$ cat config.mk
export PLATFORM = sky130hd
export DESIGN_NAME = pipeline_hazard_controller
export DESIGN_NICKNAME = d
export VERILOG_FILES = /design/src/rtl/pipeline_hazard_controller.sv
export SDC_FILE = /design/constraint.sdc
export NUM_CORES = 1
export LEC_CHECK = 0
export BUFFER_PORTS_ARGS = -buffer_cell sky130_fd_sc_hd__buf_2
export CAP_MARGIN = 15
export CORE_ASPECT_RATIO = 1.2
export CORE_MARGIN = 1
export CORE_UTILIZATION = 36
export CTS_CLUSTER_DIAMETER = 50
export DETAILED_ROUTE_END_ITERATION = 10
export PLACE_DENSITY_LB_ADDON = 0.12
export SLEW_MARGIN = 40
export SYNTH_ARGS = -nofsm -noshare
export SYNTH_HDL_FRONTEND = slang
export SYNTH_SLANG_ARGS = --single-unit
$ cat constraint.sdc
create_clock -name clk -period 1.5 [get_ports clk]
set_clock_uncertainty 0.1 [all_clocks]
set_input_delay 0.225 -clock clk [delete_from_list [all_inputs] [get_ports clk]]
set_output_delay 0.225 -clock clk [all_outputs]
set_load 0.1 [all_outputs]
$ cat src/rtl/pipeline_hazard_controller.sv
// Hazard/halt controller: load-use bubbles, JB redirect flushes, debug drain-and-halt; optional perf counters via HAZARD_PERF_CNT_EN.
// Latency: control outputs are combinational from state and current inputs; state and counters update on the rising edge.
// Backpressure: no handshake; pc_stall/if_id_stall freeze the front end, flushes insert bubbles.
module pipeline_hazard_controller #(
    parameter int CNT_WIDTH    = 32,
    parameter int DRAIN_CYCLES = 4
) (
    input  logic                 clk,
    input  logic                 reset_n,
    input  logic [4:0]           id_rs1,
    input  logic [4:0]           id_rs2,
    input  logic                 id_uses_rs1,
    input  logic                 id_uses_rs2,
    input  logic [4:0]           jb_rd,
    input  logic                 jb_memread,
    input  logic                 jb_redirect,
    input  logic                 halt_req,
    output logic                 pc_stall,
    output logic                 if_id_stall,
    output logic                 if_id_flush,
    output logic                 id_jb_flush,
    output logic                 halted,
    output logic [1:0]           state,
    output logic [CNT_WIDTH-1:0] stall_cycles,
    output logic [CNT_WIDTH-1:0] flush_cycles
);

    typedef enum logic [1:0] {
        RUN      = 2'd0,
        REDIRECT = 2'd1,
        DRAIN    = 2'd2,
        HALTED   = 2'd3
    } state_t;

    localparam int DW = (DRAIN_CYCLES < 2) ? 1 : $clog2(DRAIN_CYCLES + 1);

    state_t        state_q, state_d;
    logic [DW-1:0] drain_q, drain_d;
    logic          load_use;
    logic          stall_c, flush_c, bubble_c, halted_c;

    assign load_use = jb_memread && (jb_rd != 5'd0) &&
                      ((id_uses_rs1 && (id_rs1 == jb_rd)) ||
                       (id_uses_rs2 && (id_rs2 == jb_rd)));

    always_comb begin
        state_d  = state_q;
        drain_d  = drain_q;
        stall_c  = 1'b0;
        flush_c  = 1'b0;
        bubble_c = 1'b0;
        halted_c = 1'b0;
        case (state_q)
            RUN: begin
                if (jb_redirect) begin
                    flush_c = 1'b1;
                    state_d = REDIRECT;
                end else begin
                    if (load_use) begin
                        stall_c  = 1'b1;
                        bubble_c = 1'b1;
                    end
                    if (halt_req) begin
                        state_d = DRAIN;
                        drain_d = DW'(DRAIN_CYCLES);
                    end
                end
            end
            REDIRECT: begin
                // The fetch registered before the redirect is stale; flush it once more.
                flush_c = 1'b1;
                if (!jb_redirect) begin
                    state_d = RUN;
                end
            end
            DRAIN: begin
                if (jb_redirect) begin
                    flush_c = 1'b1;
                end else begin
                    stall_c  = 1'b1;
                    bubble_c = 1'b1;
                end
                if (drain_q != '0) begin
                    drain_d = drain_q - DW'(1);
                end
                if (drain_q <= DW'(1)) begin
                    state_d = HALTED;
                end
            end
            HALTED: begin
                stall_c  = 1'b1;
                bubble_c = 1'b1;
                halted_c = 1'b1;
                if (drain_q != '0) begin
                    drain_d = drain_q - DW'(1);
                end
                if (!halt_req) begin
                    state_d = REDIRECT;
                end
            end
        endcase
    end

    always_ff @(posedge clk or negedge reset_n) begin
        if (!reset_n) begin
            state_q <= RUN;
            drain_q <= '0;
        end else begin
            state_q <= state_d;
            drain_q <= drain_d;
        end
    end

    // Reset overrides the FSM so the pipeline registers are held flushed.
    assign pc_stall    = reset_n & stall_c;
    assign if_id_stall = reset_n & stall_c;
    assign if_id_flush = ~reset_n | flush_c;
    assign id_jb_flush = ~reset_n | flush_c | bubble_c;
    assign halted      = reset_n & halted_c;
    assign state       = state_q;

`ifdef HAZARD_PERF_CNT_EN
    logic [CNT_WIDTH-1:0] stall_q, flush_q;

    always_ff @(posedge clk or negedge reset_n) begin
        if (!reset_n) begin
            stall_q <= '0;
            flush_q <= '0;
        end else begin
            if (pc_stall && (stall_q != '1)) begin
                stall_q <= stall_q + CNT_WIDTH'(1);
            end
            if (if_id_flush && (flush_q != '1)) begin
                flush_q <= flush_q + CNT_WIDTH'(1);
            end
        end
    end

    assign stall_cycles = stall_q;
    assign flush_cycles = flush_q;
`else
    assign stall_cycles = '0;
    assign flush_cycles = '0;
`endif

endmodule

==> key figures <==
Floorplanning
  – Starting Density: 0.380
  – Core Rows: 20
  – Core outline area: 2530 um2
  – Die extent in x: 49.1 um
  – Full die area: 2880 um2
  – IO Pins: 93
  – Chip height: 58.6 um

GRT
  – M1 GR Usage: 0.133
  – Vias in the first global route: 638
  – Overflow after GRT: 0
  – Most used routing layer: met2
  – Met2 usage: 0.221
  – First-pass GRT wire length: 2.72 mm
  – Initial antenna violation count: 0
  – GRT Resource Usage Total: 0.120
  – Largest net degree at the start of global routing: 12
  – Met3 global-route usage: 0.0336

Drt
  – Total routed wirelength: 1.55 mm
  – DR vias: 710
  – DR DRC count: 0
  – WL/cell: 7.85 um
  – Initial drt markers: 4
  – ANT nets after route: 0
  – Pre-antenna DRT Iters: 2
  – Vias/cell: 3.60

Worst setup path
  – Max stage delay cell, worst path: dfrtp_4
  – Critical path class: flop to output port
  – WP data required: 1170 ps
  – CP max stage delay: 480 ps
  – Crit-path cells: nor2_4 > nand3b_1 > a21oi_2 > a22oi_2 > nor2b_4 > buf_12
  – Critical path peak fanout: 3
  – Critical Path AT: 1520 ps
  – Critical Path Source Type: flop
  – Top delay family on crit path: flip-flops
  – Critical Path End Type: output port
  – Buf/Inv on CP: 1

Finish
  – Design Area, Final: 1160 um2
  – Antenna cell count: 0
  – NumNets Final: 190
  – Share of cells above drive strength 1: 0.299
  – Post-Layout Cell Count: 197
  – P&R area growth vs syn: 20.7%

Synthesis
  – Avg Synthesized Cell Area: 7.62 um2
  – Post-synth cell types: 22
  – Main synth FF type: dfrtp_1
  – Sequential element share of the synthesized area: 0.130
  – Biggest area consumer among synthesized cells: buf_4
  – Cells after Synth: 126
  – Synth warn: 0
  – Flop and latch count out of synthesis: 5
  – Ys async rst share: 1.00
  – Synth Cell Area: 960 um2
  – Top cells by area, synth: buf_4, dfrtp_1, xnor2_1
  – Most common cell in the netlist: buf_4
  – Post-synth top cells: buf_4, xnor2_1, nand2_1
  – Post-synth EDFFs: 0
  – Share of the synthesized area in the top cell type: 0.508

Timing
  – Period Utilization, post-route: 1.23
  – Achievable Freq: 542 MHz
  – Hold Violations, Final: 0
  – Max-slew violations: 0
  – RSZ-0062 raised after global routing: true
  – TNS Setup: -1270 ps
  – Final worst slack: -345 ps
  – Fin crit period: 1850 ps
  – Setup-failing EPs final: 5

Placed design
  – Placed cells: 189
  – Placed inst area: 1050 um2
  – IO Port Bufs: 28
  – GP Congestion: 0.791
  – Dpl hpwl: 1.34 mm

Clocking
  – Num Clock Sinks: 5
  – Clock slew at reported path FFs: 40 ps
  – Clock buffer depth: 2
  – CTS tree: built
  – Clock root buffer: clkbuf_4
  – Clk_lat worst skew: 240 ps
  – H-tree levels: 1
  – CTS Buf Count: 3

Hold path
  – Min-delay worst type: input pin to flop

Run
  – Number of max-cap violations: 0

Power
  – Pwr dens: 2160 nW/um2
  – Maximum vdd ir drop: 0.000959 V
  – Pleak: 0.000618 uW

Outcome
  – Violated checks: negative setup slack
  – Status: finished with violations
-- per-layer routing --
metal,share of wire,vias up
met1,0.37,305
met4,0,0
met5,0,-
met2,0.51,54
met3,0.12,0
li1,-,351
-- state kept, by name (all words and copies together), names as in the netlist --
name,count
state,2
drain_q,3
-- area by class of cell --
| cell class | instances | area [um2] |
|---|---|---|
| Multi-Input combinational cell | 114 | 609 |
| Inverter | 4 | 15.0 |
| Sequential cell | 5 | 133 |
| Tap cell | 33 | 41.3 |
| Clock buffer | 4 | 26.3 |
| Timing Repair Buffer | 37 | 334 |
| Fill cell | 278 | 1370 |
-- worst paths after layout --
path	end	slack, ps	start	cells after the start
setup / recovery	if_id_stall	-350	state[0]	6
hold / removal	state[1]	150	halt_req	3
setup reg to reg	drain_q[1]	190	state[0]	6
hold reg to reg	drain_q[0]	480	drain_q[0]	2
max in group asynchronous	state[0]	700	reset_n	2
min in group asynchronous	drain_q[2]	370	reset_n	2
-- worst reg2reg max path, cell delays in order, from the launching register on --
cell and delay (ps):
dfrtp_4 480, nor2_4 90, buf_4 100, buf_4 90, nand2_1 80, o21ai_0 160, o21ai_1 80
-- power breakdown --
group	internal (uW)	total (uW)	switching, uW
registers	213	264	50.9
clock network	100	152	52.0
logic	575	2080	1510
-- through the flow --
| stage | hold WS [ps] | power [uW] | utilization | setup WS, ps |
|---|---|---|---|---|
| after global placement | -21.5 | 2180 | 0.416 | -175 |
| after floorplan | -171 | 1880 | - | -790 |
| after detailed placement | -20.0 | 2200 | 0.416 | -196 |
| after global routing | 175 | 2650 | 0.458 | -457 |
| final | 153 | 2500 | 0.458 | -345 |
| after CTS | 154 | 2490 | 0.454 | -382 |
-- cells in the final DEF (no fill, tap or decap), drive strengths merged, types with 3 or more instances in the layout --
master  instances
conb           64
dfrtp           5
nand4           3
nor2            5
ha              3
nand2           9
inv             4
clkbuf          4
xnor2          11
o21ai           5
buf            36
-- logic make-up (layout without fill, tap and decap cells) --
kind of cell | Yosys count | after routing | share of synthesized area
xor gates and xnor gates | 11 | 11 | 0.100
and+or+nand+nor | 25 | 25 | 0.125
adders and majority gates | 3 | 3 | 0.0391
AOI/OAI and AO/OA | 11 | 11 | 0.0717
DFF | 5 | 5 | 0.130
buffers and inverters | 70 | 45 | 0.529
other | 1 | 64 | 0.00391
-- repair_timing --
action                                  CTS  global route
setup buffers                             3             0
endpoints found under the setup margin    5             7
cloned                                    0             0
resized for setup                         9             3
hold endpoints to repair                  5             0
hold buffers                              1             0
pin swaps                                 0             1
(Power assumes the default switching activity.)
